--- config.mk ---
export PLATFORM = sky130hd
export DESIGN_NAME = opal_rx_deframer
export DESIGN_NICKNAME = d
export VERILOG_FILES = /design/src/rtl/opal_rx_deframer.sv
export SDC_FILE = /design/constraint.sdc
export NUM_CORES = 1
export LEC_CHECK = 0
export ABC_AREA = 1
export BUFFER_PORTS_ARGS = -buffer_cell sky130_fd_sc_hd__buf_2
export CAP_MARGIN = 30
export CORE_MARGIN = 4
export CORE_UTILIZATION = 51
export CTS_BUF_LIST = sky130_fd_sc_hd__clkbuf_16
export DETAILED_ROUTE_END_ITERATION = 10
export PLACE_DENSITY_LB_ADDON = 0.2
export SLEW_MARGIN = 20
export SYNTH_ARGS = -nofsm -noshare
export SYNTH_HDL_FRONTEND = slang
export SYNTH_SLANG_ARGS = --single-unit
--- constraint.sdc ---
create_clock -name clk -period 2.75 [get_ports clk]
set_clock_uncertainty 0.05 [all_clocks]
set_input_delay 0.1375 -clock clk [delete_from_list [all_inputs] [get_ports clk]]
set_output_delay 0.1375 -clock clk [all_outputs]
set_load 0.01 [all_outputs]
--- src/rtl/opal_rx_deframer.sv ---
// OPAL receive deframer: synchronizes the parallel link, assembles one enable-framed burst and
// commits it atomically to o_vars. Define OPAL_RX_CHECKSUM_EN to require a trailing sum word.
module opal_rx_deframer #(
    parameter int WORD_WIDTH  = 16,
    parameter int NUM_VARS    = 16,
    parameter int TIMEOUT_CYC = 4096,
    parameter int SYNC_STAGES = 2
) (
    input  logic                           clk,
    input  logic                           rst_n,
    input  logic [WORD_WIDTH+1:0]          i_data_rx,
    output logic [WORD_WIDTH*NUM_VARS-1:0] o_vars,
    output logic                           o_ready,
    output logic                           o_frame_err,
    output logic [15:0]                    o_frame_cnt,
    output logic [3:0]                     state_watch
);
    localparam int W = WORD_WIDTH;
`ifdef OPAL_RX_CHECKSUM_EN
    localparam int FRAME_LEN = NUM_VARS + 1;
`else
    localparam int FRAME_LEN = NUM_VARS;
`endif
    localparam int IDXW = $clog2(FRAME_LEN + 1);
    localparam int CNTW = $clog2(TIMEOUT_CYC + 1);
    // Enable bit resets high so an enable already asserted out of reset never looks like a rise.
    localparam logic [W+1:0] SYNC_RST = {2'b01, {W{1'b0}}};

    typedef enum logic [3:0] {
        IDLE     = 4'd0,
        CAPTURE  = 4'd1,
        COMMIT   = 4'd2,
        WAIT_LOW = 4'd3
    } state_e;

    state_e state_q, state_d;

    logic [SYNC_STAGES-1:0][W+1:0] sync_q;
    logic [1:0]                    prev_ctl_q;
    logic [W+1:0]                  link_now;
    logic                          lk_rise;
    logic                          en_sync;
    logic                          en_rise;
    logic [W-1:0]                  data_sync;

    logic [IDXW-1:0] idx_q;
    logic [CNTW-1:0] to_cnt_q;
    logic [W-1:0]    shadow_q [FRAME_LEN];
    logic [W-1:0]    vars_q   [NUM_VARS];
    logic [15:0]     frame_cnt_q;
    logic            ready_q;
    logic            err_q;

    logic idx_full;
    logic timeout_hit;
    logic frame_ok;
    logic start_frame;
    logic do_capture;
    logic err_d;

    always_ff @(posedge clk or negedge rst_n) begin
        if (!rst_n) begin
            sync_q     <= {SYNC_STAGES{SYNC_RST}};
            prev_ctl_q <= SYNC_RST[W+1:W];
        end else begin
            sync_q     <= {sync_q[SYNC_STAGES-2:0], i_data_rx};
            prev_ctl_q <= sync_q[SYNC_STAGES-1][W+1:W];
        end
    end

    assign link_now  = sync_q[SYNC_STAGES-1];
    assign data_sync = link_now[W-1:0];
    assign en_sync   = link_now[W];
    assign lk_rise   = link_now[W+1] & ~prev_ctl_q[1];
    assign en_rise   = en_sync & ~prev_ctl_q[0];

    assign idx_full    = (idx_q == IDXW'(FRAME_LEN));
    assign timeout_hit = !lk_rise && (to_cnt_q == CNTW'(TIMEOUT_CYC - 1));

`ifdef OPAL_RX_CHECKSUM_EN
    logic [W-1:0] sum_c;
    always_comb begin
        sum_c = '0;
        for (int k = 0; k < NUM_VARS; k++) begin
            sum_c = sum_c + shadow_q[k];
        end
    end
    assign frame_ok = (sum_c == shadow_q[NUM_VARS]);
`else
    assign frame_ok = 1'b1;
`endif

    always_ff @(posedge clk or negedge rst_n) begin
        if (!rst_n) begin
            state_q <= IDLE;
        end else begin
            state_q <= state_d;
        end
    end

    // A completed frame outranks a same-cycle enable fall; the fall outranks a captured edge.
    always_comb begin
        state_d = state_q;
        unique case (state_q)
            IDLE: begin
                if (en_rise) state_d = CAPTURE;
            end
            CAPTURE: begin
                if (idx_full)         state_d = frame_ok ? COMMIT : WAIT_LOW;
                else if (!en_sync)    state_d = IDLE;
                else if (timeout_hit) state_d = WAIT_LOW;
            end
            COMMIT: begin
                state_d = WAIT_LOW;
            end
            WAIT_LOW: begin
                if (!en_sync) state_d = IDLE;
            end
            default: state_d = IDLE;
        endcase
    end

    always_comb begin
        start_frame = 1'b0;
        do_capture  = 1'b0;
        err_d       = 1'b0;
        unique case (state_q)
            IDLE: begin
                start_frame = en_rise;
            end
            CAPTURE: begin
                do_capture = !idx_full && en_sync && lk_rise;
                err_d      = idx_full ? !frame_ok : (!en_sync || timeout_hit);
            end
            default: begin
            end
        endcase
    end

    always_ff @(posedge clk or negedge rst_n) begin
        if (!rst_n) begin
            idx_q       <= '0;
            to_cnt_q    <= '0;
            ready_q     <= 1'b0;
            err_q       <= 1'b0;
            frame_cnt_q <= '0;
            for (int k = 0; k < NUM_VARS; k++) begin
                vars_q[k] <= '0;
            end
        end else begin
            ready_q <= (state_q == COMMIT);
            err_q   <= err_d;

            if (start_frame) begin
                idx_q <= '0;
            end else if (do_capture) begin
                idx_q <= idx_q + IDXW'(1);
            end

            if (start_frame || lk_rise) begin
                to_cnt_q <= '0;
            end else if (state_q == CAPTURE) begin
                to_cnt_q <= to_cnt_q + CNTW'(1);
            end

            if (state_q == COMMIT) begin
                for (int k = 0; k < NUM_VARS; k++) begin
                    vars_q[k] <= shadow_q[k];
                end
                frame_cnt_q <= frame_cnt_q + 16'd1;
            end
        end
    end

    // Shadow needs no reset: idx restarts at 0 and every slot is rewritten before a commit.
    always_ff @(posedge clk) begin
        for (int k = 0; k < FRAME_LEN; k++) begin
            if (do_capture && (idx_q == IDXW'(k))) begin
                shadow_q[k] <= data_sync;
            end
        end
    end

    genvar gi;
    generate
        for (gi = 0; gi < NUM_VARS; gi++) begin : g_vars_out
            assign o_vars[gi*W +: W] = vars_q[gi];
        end
    endgenerate

    assign o_ready     = ready_q;
    assign o_frame_err = err_q;
    assign o_frame_cnt = frame_cnt_q;
    assign state_watch = state_q;

endmodule

==> results.json, run 1 <==
{
  "synthFlopType": "dfrtp_1",
  "critical_path_class": "flip-flop to flip-flop",
  "cts-root-buf": "clkbuf_16",
  "cp.arrival_ns": 2.35,
  "clock-sinks": 588,
  "routedWlPerCell_microns": 19.6,
  "htreeDepth": 2,
  "relSlewSlack_pct": 35.0,
  "synth_edf_count": 256,
  "synth_area_leaders": "dfrtp_1 (40%), edfxtp_1 (38%), nand2_1 (15%), buf_2 (0.98%), nor2_1 (0.75%)",
  "wl_met3_microns": 3490,
  "wl_met2_microns": 24000,
  "fillers": 3095,
  "peakVddDrop_mv": 0.600,
  "highest_layer": "met4",
  "crit_path_cell_trace": "inv_1 -> ha_1 -> nand3_2 -> nand3_4 -> nor2_8 -> nand3_2 -> nor2_1 -> buf_4",
  "status": "finished, final reports clean",
  "tns_ns": 0,
  "grt_pass1_wl_microns": 77800,
  "postSynthAreaPerCell_sq_um": 12.3,
  "regArea_sq_um": 16000,
  "cts_tree": "done",
  "area_growth_pct": 21.2,
  "max_stage_delay_ns": 0.40,
  "nets": 2051,
  "reg2regPathDepth": 8,
  "p_leak_nw": 11.8,
  "crit_path_top_delay_cell": "dfrtp_1",
  "drc": 0,
  "end_kind": "flip-flop",
  "vias": 13100,
  "ys_seq_area_share_pct": 78.2,
  "path_max_fanout": 16,
  "async_reset_ff_share_pct": 56.5,
  "syn_inst": 1665,
  "synth_area_sq_um": 20500,
  "gp_congestion": 0.828,
  "setup_violations": 0,
  "path_depth": 8,
  "cp_top_family": "simple AND/OR/NAND/NOR gates",
  "antenna_left": 0,
  "hold_viol_final": 0,
  "wl_met1_microns": 22300,
  "grt_max_degree": 131,
  "maxSlewViolCount": 0,
  "rsz0062_at_grt": "no",
  "row_count": 73,
  "path_common_cell": "nand3_2",
  "die_h_microns": 208,
  "initial_utilization_pct": 51.5,
  "power_frac_clock_pct": 28.6,
  "clk_transition_reported_paths_ns": 0.06,
  "io_buffers": 295,
  "ys_seq_elements": 588,
  "drive_gt1_share_pct": 22.2,
  "hpwlAfterDp_microns": 31900,
  "p_sw_w": 0.00843,
  "worst_slew_pin_slew_ns": 0.976,
  "min_path_type": "input port to async pin",
  "power_frac_seq_pct": 48.1,
  "wl_microns": 50800,
  "core_region_area_sq_um": 39700,
  "yosysTopAreaCell": "dfrtp_1",
  "io_pins": 298,
  "clk_latency_ns": 0.60,
  "period_share_pct": 76.6,
  "grt_pass1_vias": 12900,
  "p_int_w": 0.0175,
  "whs_ns": 0.0355,
  "powerDensity_nw_per_um2": 1050,
  "drv_cap": 0,
  "cts_made_buffers": 56,
  "grt_use_total_pct": 23.2,
  "die_area_sq_um": 43400,
  "synth_top_area_share_pct": 40.2,
  "required_ns": 2.99,
  "synthDistinctLibCells": 36,
  "dr.pass1.iters": 5,
  "multi_input_area_sq_um": 4040,
  "ys_warn_count": 0,
  "max_freq_mhz": 475,
  "dieWidth_microns": 208,
  "antenna_found_initial": 0,
  "combPwrFrac_pct": 23.2,
  "drt-initial-drc-count": 1276,
  "path_buf_inv": 2,
  "period_needed_ns": 2.11,
  "via_per_inst": 5.03,
  "cp-start-kind": "flip-flop",
  "overflow": 0,
  "switching_share_pct": 32.5,
  "clock_path_buffers": 3
}
==> stage by stage <==
| step | power (W) | setup WS [ns] | instance area, sq um | util [%] | std cells |
|---|---|---|---|---|---|
| finish | 0.0259 | 0.644 | 24800 | 62.4 | 2599 |
| global route | 0.0273 | 0.503 | 24800 | 62.4 | 2597 |
| CTS | 0.0262 | 0.635 | 24800 | 62.4 | 2596 |
| detailed placement | 0.0187 | 0.671 | 22800 | 57.4 | 2471 |
| global placement | 0.0185 | 0.709 | 22800 | 57.3 | 2469 |
| floorplan | 0.0155 | 0.101 | 20500 | - | 1666 |
==> kinds of logic after synthesis <==
| family | share of synthesized area (%) |
|---|---|
| AOI/OAI and AO/OA | 0.569 |
| xor gates and xnor gates | 0.471 |
| adders and majority gates | 0.428 |
| buffers and inverters | 2.35 |
| DFF | 78.2 |
| other | 0.0183 |
| and+or+nand+nor | 18.0 |
==> what timing repair did <==
action / CTS / global route
setup endpoints to repair: 0 / 0
hold endpoints to repair: 341 / 0
buffers inserted: 0 / 0
resized for setup: 0 / 0
hold buffers: 19 / 0
==> final timing paths <==
kind / startpoint / to / slack, ns
max: idx_q[0] / shadow_q[11][14] / 0.64
min: rst_n / o_vars[37] / 0.04
max reg2reg: idx_q[0] / shadow_q[11][14] / 0.64
min reg2reg: sync_q[6] / link_now[6] / 0.30
max in group asynchronous: rst_n / o_frame_cnt[0] / 1.70
min in group clk: i_data_rx[6] / sync_q[6] / 0.12
==> state kept, by name, indices dropped and copies added (netlist names) <==
name,flops
o_vars,256
sync_q,18
state_watch,2
shadow_q,256
o_frame_err,1
idx_q,5
link_now,18
o_frame_cnt,16
to_cnt_q,13
prev_ctl_q,2
o_ready,1
==> synthesized netlist by cell type, types with 5 or more instances <==
library cell and number:
nand2_1 834, dfrtp_1 329, edfxtp_1 256, nor2_1 41, buf_2 40, inv_1 36
nand3_1 25, buf_4 12, a21oi_1 9, nor3_1 9, o21ai_0 8, ha_1 7
clkbuf_1 6, xor2_1 6, nor2_2 5, xnor2_1 5
==> layer usage <==
layer,vias up,track usage (%)
met1,6469,34.2
met2,475,36.2
met5,-,0
met4,0,6.32
li1,6058,-
met3,64,4.18
==> layout make-up <==
type	count	share of cell area, %
clock buffer	57	5.75
sequential	588	64.5
tap	525	2.65
timing repair buffer	359	8.67
inverter	41	0.661
clock inverter	49	1.44
antenna	2	0.0202
multi-input combinational	978	16.3
==> cell usage in the layout (no fill, tap or decap), drive strengths merged, types with 3 or more instances in the layout <==
cell type	Yosys	layout
buf	53	340
dfstp	3	3
nand4	3	3
nand3	30	30
a21oi	9	9
o21ai	11	11
ha	7	7
nor3	9	9
clkbuf	6	57
clkinv	0	25
inv	41	57
bufinv	0	4
edfxtp	256	256
dfrtp	329	329
xnor2	5	5
dlygate4sd3	0	19
clkinvlp	0	4
nand2	839	839
xor2	6	6
nor2	49	49
==> power groups by stage <==
stage	Combinational [W]	Sequential (W)	Clock, W
after floorplan	0.00251	0.0130	0
after global placement	0.00594	0.0126	0
after detailed placement	0.00607	0.0126	0
after CTS	0.00615	0.0125	0.00757
after global routing	0.00674	0.0127	0.00791
final	0.00603	0.0125	0.00743
Note: power is estimated with default switching activity, not from simulation.
==> run 2, diff against run 1 <==
--- a/config.mk
+++ b/config.mk
@@ -9,7 +9,7 @@
 export BUFFER_PORTS_ARGS = -buffer_cell sky130_fd_sc_hd__buf_2
 export CAP_MARGIN = 30
 export CORE_MARGIN = 4
-export CORE_UTILIZATION = 51
+export CORE_UTILIZATION = 56
 export CTS_BUF_LIST = sky130_fd_sc_hd__clkbuf_16
 export DETAILED_ROUTE_END_ITERATION = 10
 export PLACE_DENSITY_LB_ADDON = 0.2
==> constraint.sdc (replaced) <==
create_clock -name clk -period 2 [get_ports clk]
set_clock_uncertainty 0.05 [all_clocks]
set_input_delay 0.1 -clock clk [delete_from_list [all_inputs] [get_ports clk]]
set_output_delay 0.1 -clock clk [all_outputs]
set_load 0.01 [all_outputs]
==> run 2 against run 1 <==
Setup slack worse by 0.57 ns. Critical endpoint is now shadow_q[4][0]. Die area is 8.6% lower. Via count is 1.6% higher. Combinational power is 44% higher. Non-clock buffer count is 18 higher. Cell count is 2.0% lower. Clock power is 37% higher. Critical path type unchanged.
==> results.json, run 2 (synthesis gave the netlist of run 1 again) <==
{
  "maxSlewViolCount": 0,
  "drt-initial-drc-count": 1199,
  "total_power_w": 0.0359,
  "overflow": 0,
  "gp_congestion": 0.848,
  "power_frac_seq_pct": 47.4,
  "p_int_w": 0.0245,
  "period_needed_ns": 1.93,
  "end_kind": "flip-flop",
  "drive_gt1_share_pct": 23.0,
  "path_max_fanout": 16,
  "r2r-end": "shadow_q[4][0]",
  "wl_met2_microns": 24200,
  "grt_pass1_wl_microns": 76300,
  "area_growth_pct": 23.5,
  "powerDensity_nw_per_um2": 1420,
  "vias": 13300,
  "wl_met1_microns": 21500,
  "crit_path_top_delay_cell": "dfrtp_1",
  "grt_pass1_vias": 13100,
  "hold_viol_final": 0,
  "cp_top_family": "simple AND/OR/NAND/NOR gates",
  "final_common_cell": "nand2_1",
  "cp.arrival_ns": 2.16,
  "power_frac_clock_pct": 28.4,
  "peakVddDrop_mv": 0.842,
  "relSlewSlack_pct": 33.1,
  "crit_path_cell_trace": "inv_1 -> ha_1 -> nand3_2 -> nand3_4 -> nor2_8 -> nand2_2 -> nor2_4 -> buf_12",
  "io_pins": 298,
  "cts_tree": "done",
  "clk_transition_reported_paths_ns": 0.06,
  "p_leak_nw": 12.1,
  "htreeDepth": 2,
  "status": "finished, final reports clean",
  "n_antenna_cell": 0,
  "initial_utilization_pct": 57.1,
  "combPwrFrac_pct": 24.2,
  "cts-root-buf": "clkbuf_16",
  "grt_use_total_pct": 25.3,
  "p_sw_w": 0.0115,
  "path_depth": 8,
  "cp-start-kind": "flip-flop",
  "drc": 0,
  "period_share_pct": 96.3,
  "max_stage_delay_ns": 0.35,
  "highest_layer": "met4",
  "switching_share_pct": 31.9,
  "path_buf_inv": 2,
  "row_count": 69,
  "r2r_start": "idx_q[0]",
  "cts_made_buffers": 55,
  "cts_setup_buffers": 0,
  "min_path_type": "input port to async pin",
  "antenna_found_initial": 3,
  "dp.cells": 2420,
  "dr.pass1.iters": 5,
  "io_buffers": 295,
  "fillers": 2521,
  "reg2regPathDepth": 8,
  "grt_max_degree": 111,
  "clock-sinks": 588,
  "r2r_slack_ns": 0.07,
  "critical_path_class": "flip-flop to flip-flop",
  "max_freq_mhz": 519,
  "drv_cap": 0,
  "die_area_sq_um": 39700,
  "routedWlPerCell_microns": 19.7,
  "clk_latency_ns": 0.57,
  "dieWidth_microns": 199,
  "layout.cells.non_filler": 2548,
  "die_h_microns": 199,
  "wl_microns": 50300,
  "clock_path_buffers": 3,
  "antenna_left": 0,
  "nets": 2068,
  "mostFrequentLayoutCells": "nand2_1 (833), dfrtp_1 (329), buf_2 (294), edfxtp_1 (256), clkbuf_16 (60)",
  "core_region_area_sq_um": 35800,
  "via_per_inst": 5.21,
  "wl_met3_microns": 3970,
  "setup_violations": 0,
  "hpwlAfterDp_microns": 32600,
  "required_ns": 2.23,
  "worst_slew_pin_slew_ns": 1.00,
  "rsz0062_at_grt": "yes",
  "critPathLaunch": "idx_q[0]",
  "endpoint": "shadow_q[4][0]"
}
run 2: what timing repair did:
item,CTS,global route
setup endpoints to repair,64,31
resized for setup,2,1
hold buffers,20,0
hold endpoints to repair,288,0
run 2: through the flow:
stage | util [%] | setup slack (ns) | instance area [sq um] | TNS [ns] | hold WS (ns)
after floorplan | - | -0.164 | 20600 | -7.86 | -0.246
after global placement | 64.5 | -0.00745 | 23100 | -0.303 | 0.0170
after detailed placement | 64.7 | -0.0655 | 23200 | -3.24 | 0.0258
after CTS | 70.3 | 0.0521 | 25200 | 0 | 0.0124
after global routing | 70.5 | -0.00998 | 25300 | -0.0842 | 0.0601
final | 70.5 | 0.0747 | 25300 | 0 | 0.0121
run 2: metal layers:
metal | vias up | global-route usage, %
li1 | 6079 | -
met1 | 6589 | 37.9
met2 | 560 | 40.3
met3 | 51 | 4.38
met4 | 0 | 4.86
met5 | - | 0
run 2: layout make-up:
cell class              count  area, sq um  share of cell area, %
clock inverters            43          293                   1.16
multi-input cells         978         4130                   16.4
repair buffers            377         2600                   10.3
flip-flops and latches    588        16000                   63.3
clock buffers              60         1500                   5.94
inverters                  41          164                  0.649
well taps                 461          577                   2.28
run 2: worst min path at each step:
| stage | end | depth (start not counted) |
|---|---|---|
| 2_1_floorplan | idx_q[0] | 0 |
| 3_3_place_gp | sync_q[2] | 1 |
| 3_5_place_dp | sync_q[2] | 1 |
| 4_1_cts | o_vars[244] | 2 |
| 5_1_grt | o_vars[159] | 2 |
| 6_report | o_vars[159] | 2 |
run 2: power groups by stage:
stage               clock network [W]  logic (W)  registers [W]
floorplan                           0    0.00349         0.0179
global placement                    0    0.00841         0.0172
detailed placement                  0    0.00869         0.0172
CTS                            0.0103    0.00880         0.0170
global route                   0.0109    0.00972         0.0173
finish                         0.0102    0.00870         0.0170
